`config.mk`:
```
export PLATFORM = sky130hd
export DESIGN_NAME = serial_detect_ctrl
export DESIGN_NICKNAME = d
export VERILOG_FILES = /design/src/rtl/serial_detect_ctrl_pkg.sv /design/src/rtl/serial_detect_ctrl_piso_shift_reg.sv /design/src/rtl/serial_detect_ctrl.sv
export SDC_FILE = /design/constraint.sdc
export NUM_CORES = 1
export LEC_CHECK = 0
export ABC_AREA = 1
export CAP_MARGIN = 5
export CORE_AREA = 2 2 57 59
export DETAILED_ROUTE_END_ITERATION = 16
export DIE_AREA = 0 0 59 61
export PLACE_DENSITY = 0.75
export SLEW_MARGIN = 20
export SYNTH_ARGS = -nofsm -noshare
export SYNTH_HDL_FRONTEND = slang
export SYNTH_SLANG_ARGS = --single-unit
export TNS_END_PERCENT = 5
```
`constraint.sdc`:
```
create_clock -name clock -period 1.35 [get_ports clock]
set_clock_uncertainty 0.2 [all_clocks]
set_input_delay 0.27 -clock clock [delete_from_list [all_inputs] [get_ports clock]]
set_output_delay 0.27 -clock clock [all_outputs]
set_load 0.005 [all_outputs]
```
`src/rtl/serial_detect_ctrl_pkg.sv`:
```
`default_nettype none
// ============================================================================
//  Module      : serial_detect_ctrl_pkg
//  Description : Shared state encoding and width helper for the serial
//                sequence-detector controller.
//  Revision    : 1.0 - initial release
// ============================================================================
package serial_detect_ctrl_pkg;

    // Controller state encoding
    typedef enum logic [1:0] {
        ST_IDLE  = 2'b00,
        ST_CLEAR = 2'b01,
        ST_SHIFT = 2'b10,
        ST_DONE  = 2'b11
    } state_e;

    // Bits needed to hold a count from 0 up to and including width
    function automatic int calc_cnt_w(input int width);
        return $clog2(width + 1);
    endfunction

endpackage
`default_nettype wire

```
`src/rtl/serial_detect_ctrl_piso_shift_reg.sv`:
```
`default_nettype none
// ============================================================================
//  Module      : piso_shift_reg
//  Description : Parallel-in, serial-out shift register. Loads a word and
//                presents it MSB first, shifting left with zero fill.
//  Revision    : 1.0 - initial release
// ============================================================================
module piso_shift_reg #(
    parameter int WIDTH = 8
) (
    input  logic             clock,
    input  logic             reset,
    input  logic             load_i,
    input  logic             shift_i,
    input  logic [WIDTH-1:0] data_i,
    output logic             msb_o
);

    logic [WIDTH-1:0] shreg_q;
    logic [WIDTH-1:0] shreg_d;

    // Next-state: load has priority over shift
    always_comb begin
        shreg_d = shreg_q;
        if (load_i) begin
            shreg_d = data_i;
        end else if (shift_i) begin
            shreg_d = {shreg_q[WIDTH-2:0], 1'b0};
        end
    end

    // Shift register storage
    always_ff @(posedge clock or posedge reset) begin
        if (reset) begin
            shreg_q <= '0;
        end else begin
            shreg_q <= shreg_d;
        end
    end

    assign msb_o = shreg_q[WIDTH-1];

endmodule
`default_nettype wire

```
`src/rtl/serial_detect_ctrl.sv`:
```
`default_nettype none
// ============================================================================
//  Module      : serial_detect_ctrl
//  Description : Clears a single-bit Mealy detector, feeds it a parallel word
//                MSB first, and collects the detector response word plus a
//                count of high responses, ending with a one-cycle done pulse.
//  Revision    : 1.0 - initial release
// ============================================================================
module serial_detect_ctrl
    import serial_detect_ctrl_pkg::*;
#(
    parameter  int WIDTH = 8,
    localparam int CNT_W = calc_cnt_w(WIDTH)
) (
    input  logic             clock,
    input  logic             reset,
    input  logic             start,
    input  logic [WIDTH-1:0] data_in,
    output logic             busy,
    output logic             done,
    output logic [WIDTH-1:0] y_word,
    output logic [CNT_W-1:0] count_out,
    output logic             det_x,
    output logic             det_rst_n,
    input  logic             det_y
);

    state_e           state_q,  state_d;
    logic [CNT_W-1:0] bit_cnt_q, bit_cnt_d;
    logic [WIDTH-1:0] y_word_q, y_word_d;
    logic [CNT_W-1:0] count_q,  count_d;
    logic             busy_q;
    logic             done_q;
    logic             det_rst_n_q;

    logic             load_w;
    logic             shift_w;
    logic             msb_w;

    piso_shift_reg #(
        .WIDTH   (WIDTH)
    ) u_piso (
        .clock   (clock),
        .reset   (reset),
        .load_i  (load_w),
        .shift_i (shift_w),
        .data_i  (data_in),
        .msb_o   (msb_w)
    );

    // Next-state, capture and counter logic
    always_comb begin
        state_d   = state_q;
        bit_cnt_d = bit_cnt_q;
        y_word_d  = y_word_q;
        count_d   = count_q;
        load_w    = 1'b0;
        shift_w   = 1'b0;
        case (state_q)
            ST_IDLE: begin
                if (start) begin
                    load_w    = 1'b1;
                    bit_cnt_d = '0;
                    y_word_d  = '0;
                    count_d   = '0;
                    state_d   = ST_CLEAR;
                end
            end
            ST_CLEAR: begin
                state_d = ST_SHIFT;
            end
            ST_SHIFT: begin
                shift_w   = 1'b1;
                y_word_d  = {y_word_q[WIDTH-2:0], det_y};
                count_d   = count_q + CNT_W'(det_y);
                bit_cnt_d = bit_cnt_q + CNT_W'(1);
                if (bit_cnt_q == CNT_W'(WIDTH - 1)) begin
                    state_d = ST_DONE;
                end
            end
            ST_DONE: begin
                state_d = ST_IDLE;
            end
            default: begin
                state_d = ST_IDLE;
            end
        endcase
    end

    // State and datapath registers; status outputs are registered from the
    // next state so they line up with the state they describe
    always_ff @(posedge clock or posedge reset) begin
        if (reset) begin
            state_q     <= ST_IDLE;
            bit_cnt_q   <= '0;
            y_word_q    <= '0;
            count_q     <= '0;
            busy_q      <= 1'b0;
            done_q      <= 1'b0;
            det_rst_n_q <= 1'b0;
        end else begin
            state_q     <= state_d;
            bit_cnt_q   <= bit_cnt_d;
            y_word_q    <= y_word_d;
            count_q     <= count_d;
            busy_q      <= (state_d != ST_IDLE);
            done_q      <= (state_d == ST_DONE);
            det_rst_n_q <= (state_d != ST_CLEAR);
        end
    end

    // Serial bit is forced low outside SHIFT so the detector never sees stale data
    assign det_x     = (state_q == ST_SHIFT) & msb_w;
    assign busy      = busy_q;
    assign done      = done_q;
    assign y_word    = y_word_q;
    assign count_out = count_q;
    assign det_rst_n = det_rst_n_q;

endmodule
`default_nettype wire
```
### Word level (Yosys, flattened, before mapping)

Cells that the tools add are included.

* add/sub/neg operators: 2
* eq/ne operators: 7
* mux-type cells: 13
* bitwise logic cells: 1
* reduce and logical (&&, ||, !) cells: 5

Operators with widths (number)
* 2-to-1 mux 8 bit: 3
* one-hot mux 4 bit (2 select lines): 2
* one-hot mux 8 bit (2 select lines): 1
* one-hot mux 2 bit (4 select lines): 1
* == test 2 bit, second input constant: 3
* nonzero test 2 bit: 3
* adder 4 x 1 -> 4 bit: 1
* adder 4 x 1 -> 4 bit, second input constant: 1
* == test 4 x 3 -> 1 bit, second input constant: 1
* 2-to-1 mux 2 bit: 2
* 2-to-1 mux 4 bit: 1
* 2-to-1 mux 1 bit: 3
* == test 2 x 1 -> 1 bit, second input constant: 1
* logical NOT 2 bit: 1
* inequality test 2 x 1 -> 1 bit, second input constant: 1
* inequality test 2 bit, second input constant: 1
* AND reduction 2 bit: 1
* bitwise AND 1 bit: 1

* bits in registers: 29
* input port bits: 12

### Depth between registers and ports, before layout

* depth in word-level cells: 4
* mapped depth: 9
* gate-level depth less buffers: 8

### Cells and area by module

Synthesis repeated with hierarchy kept, for this count alone.

* cells, all modules: 151
* area, all modules: 1367.6 sq um

By module, submodules not included
* serial_detect_ctrl: instances 1, cells an instance 107, area an instance 987.2 sq um
* piso_shift_reg: instances 1, cells an instance 44, area an instance 380.4 sq um

### Least setup slack after synthesis

OpenSTA, ideal clock, no wires.

* kind: register -> register
* from: register state_q[0]
* to: register count_q[3] (netlist: count_out[3])
* library setup time: 119 ps
* arrival time: 1144 ps
* required time: 1031 ps
* path slack: -113 ps
* stages on the path, launching flop included: 9
* path buffers: 1
* period minus slack after synthesis: 1463 ps
* cells stage by stage: dfrtp_1 > inv_1 > ha_1 > nand2_1 > nand2_1 > buf_4 > nand3_1 > nand2_1 > nor2_1

* cells in the longest elaborated chain, start to end: 3
* elaborated cells between the ends (all ways): 6

Ends and longest elaborated chain
* start: declaration: line serial_detect_ctrl.sv:28 `state_e state_q, state_d;`
* start signal: assignment: line serial_detect_ctrl.sv:102 `state_q <= state_d;`
* == test 2 bit / logical NOT 2 bit (equally long branches): line serial_detect_ctrl.sv:59 `case (state_q)`
* nonzero test 2 bit (no line) / inequality test 2 bit (equally long branches)
* AND reduction 2 bit (no line)
* end signal: assignment: line serial_detect_ctrl.sv:105 `count_q <= count_d;`
* end: declaration: line serial_detect_ctrl.sv:31 `logic [CNT_W-1:0] count_q, count_d;`

Parallel ways exist; a longest one is shown, timed or not.
A chain may end at the register's enable or synchronous reset.

### Worst setup path after layout

* from: register state_q[1]
* to: register u_piso.shreg_q[4]

* cells in the longest elaborated chain, start to end: 3
* elaborated cells between the ends (all ways): 6

Ends and longest elaborated chain
* == test 2 bit / logical NOT 2 bit (equally long branches): line serial_detect_ctrl.sv:59
* 2-to-1 mux 1 bit: line serial_detect_ctrl.sv:59
* nonzero test 2 bit (no line) / 2-to-1 mux 8 bit (equally long branches)
* end signal: assignment: line serial_detect_ctrl_piso_shift_reg.sv:37 `shreg_q <= shreg_d;`
* end: declaration: line serial_detect_ctrl_piso_shift_reg.sv:19 `logic [WIDTH-1:0] shreg_q;`

Parallel ways exist; a longest one is shown, timed or not.

==> run summary <==
Status: finished with violations
Failing checks: negative setup slack
Startpoint types: flip-flop
CTS clk-pin slew, worst paths: 0.09 ns
Largest net degree at the start of global routing: 17
Vias in the first global route: 1163
Actual slew at the worst max-slew pin: 0.205 ns
PwrDens: 2150 nW/um^2
H-tree depth: 2
IO Count: 28
PortBufs: 27
Nets: 213
DRC: 0
Most frequent cells after synthesis: nand2_1 (31), dfrtp_1 (29), inv_1 (18)
Worst EP required: 1.33 ns
Synth warn: 0
Final slew viol count: 0
Routed Antenna Nets: 0
Final Hold Viols: 0
Final wirelength: 3.08 mm
Max FO, Critical Path: 9
Area delta synth->final: 47.9%
Seq cells post-synth: 29
TritonCTS Buffers: 5
Min-Delay Path Class: input pin to asynchronous set/reset pin
Fin util: 0.633
DIE HEIGHT: 61 um
Core ar.: 2950 um^2
# rows: 20
Post-synthesis async set-or-reset flop share: 1.00
Max Freq: 628 MHz
Crit Reg-Reg Endpoint: u_piso.shreg_q[4]
Tcrit/Tclk final: 1.18
Root buffer cell: clkbuf_4
R2r setup slk: -0.24 ns
Total gr overflow: 0
Seq/Total Area, Yosys: 0.574
Skew-Pair Late Insertion Delay: 0.32 ns
Die area: 3600 um^2
R2R Path Start: state_q[1]
First-pass GRT wire length: 5.20 mm
Syn_nets: 160
CTS tree: built
Syn avg cell area: 8.85 um^2
CTS Buffer Depth: 2
DPL Wire Length: 2.18 mm
Main flop type after synthesis: dfrtp_1
RePlAce Congestion: 0.817
Top cells by area, synth: dfrtp_1 (57%), nand2_1 (9.2%), a21oi_1 (6.7%), nand3_1 (5.5%), inv_1 (5.3%)
Pre-CTS WS: -0.330 ns
Critical setup path kind: flip-flop to flip-flop
Leading area contributor after synthesis: dfrtp_1
Fin worst setup slack: -0.242 ns
Starting Density: 0.428
Min Tclk post-route: 1.59 ns
Crit. End Element: flip-flop
RSZ-0062 raised after global routing: true
Via count: 1153
Number of DRC markers in iteration 0: 24
Synth top area share: 0.574
Die width: 59 um
Slew margin rel.: 0.863
Vias per Instance: 5.01
Gr usage total: 0.195
Most common cell in the netlist: nand2_1
Count of cell types in the netlist: 14
Drt first pass iters: 4
Initial antenna violation count: 0
Post-route cell area: 1870 um^2
Worst path arrival time: 1.58 ns
Layout cells sized above 1: 0.365
Worst ir drop on vdd: 1.05 mV
EDFF count, synth: 0
WL per Instance: 13.4 um
R2R depth: 8
Mapped cell area: 1260 um^2
# diodes: 0
Final setup violating endpoints: 29
Dpl cell area: 1730 um^2
Syn Inst Count: 143
Max_cap viols: 0
CTS sink count: 29
Filler cells: 246
Leakage: 0.934 nW
worst max-delay path, stage by stage (launching register included):
cell	delay (ns)
dfrtp_1	0.41
buf_6	0.12
inv_4	0.03
ha_4	0.16
nand2_2	0.10
buf_6	0.16
inv_8	0.05
a21oi_1	0.14
a21oi_1	0.10
power by group:
group / switching (mW) / internal (mW) / total, mW / leakage (nW)
sequential: 0.183 / 1.17 / 1.35 / 0.374
combinational: 1.17 / 1.01 / 2.18 / 0.533
clock: 0.283 / 0.207 / 0.491 / 0.0265
per-layer routing:
| layer | routed length [um] | vias up | global-route usage |
|---|---|---|---|
| met4 | 21 | 0 | 0.0617 |
| met2 | 1560 | 21 | 0.319 |
| met1 | 1400 | 559 | 0.247 |
| met5 | 0 | - | 0 |
| li1 | - | 571 | - |
| met3 | 103 | 2 | 0.0661 |
kinds of logic after synthesis:
kind of cell	after synthesis	share of synthesized area
buf+inv	24	0.0771
compound gates	28	0.117
fa+ha+maj	5	0.0495
flops	29	0.574
simple gates	57	0.183
sequential cells by signal, indices dropped and copies added, names as in the netlist:
| signal | count |
|---|---|
| y_word | 8 |
| count_out | 4 |
| det_rst_n | 1 |
| state_q | 2 |
| done | 1 |
| bit_cnt_q | 4 |
| u_piso.shreg_q | 8 |
| busy | 1 |
cell type report:
type / count / area (um^2) / share of cell area
sequential: 29 / 726 / 0.388
multi-input combinational: 90 / 566 / 0.302
timing repair buffer: 50 / 403 / 0.215
inverter: 20 / 86.3 / 0.0462
clock buffer: 8 / 48.8 / 0.0261
tap: 33 / 41.3 / 0.0221
through the flow:
| stage | hold WS (ns) | power, mW | cells | TNS (ns) |
|---|---|---|---|---|
| finish | 0.109 | 4.03 | 230 | -4.88 |
| global route | 0.0916 | 4.34 | 230 | -6.88 |
| CTS | 0.0938 | 3.87 | 230 | -5.52 |
| detailed placement | 0.305 | 3.15 | 215 | -7.77 |
| global placement | 0.277 | 3.03 | 215 | -6.65 |
| floorplan | 0.148 | 2.39 | 143 | -0.218 |
how the worst max path moves through the flow:
| stage | startpoint | slack [ns] | endpoint |
|---|---|---|---|
| final | state_q[1] | -0.24 | u_piso.shreg_q[4] |
| after CTS | state_q[0] | -0.25 | det_x |
| after global placement | state_q[0] | -0.27 | det_x |
| after detailed placement | state_q[0] | -0.33 | u_piso.shreg_q[4] |
| after floorplan | state_q[1] | -0.02 | count_out[3] |
| after global routing | state_q[0] | -0.31 | det_x |
repair_timing:
action                                  4_1_cts  5_1_grt
pin swaps                                     7        8
gates resized for setup                      53       30
endpoints found under the setup margin       44       44
cloned                                        1        0
buffers inserted                              6        0
endpoints found under the hold margin         0        0
hold buffers                                  0        0
cells in the final DEF, fill, tap and decap left out, types with 2 or more instances in the layout:
cell	count
nand2_4	2
a21oi_1	12
a21oi_2	5
ha_4	2
buf_4	14
nand2_1	23
o22ai_2	2
dfrtp_1	29
nand2_2	6
clkbuf_2	14
buf_2	3
clkdlybuf4s50_1	11
buf_6	6
inv_1	15
ha_1	3
nor2_1	12
o21ai_1	3
inv_2	2
clkbuf_4	5
nand3_2	4
clkbuf_1	3
nand3_1	10
o22ai_1	3
No activity file was read; power rests on OpenSTA's default activity.
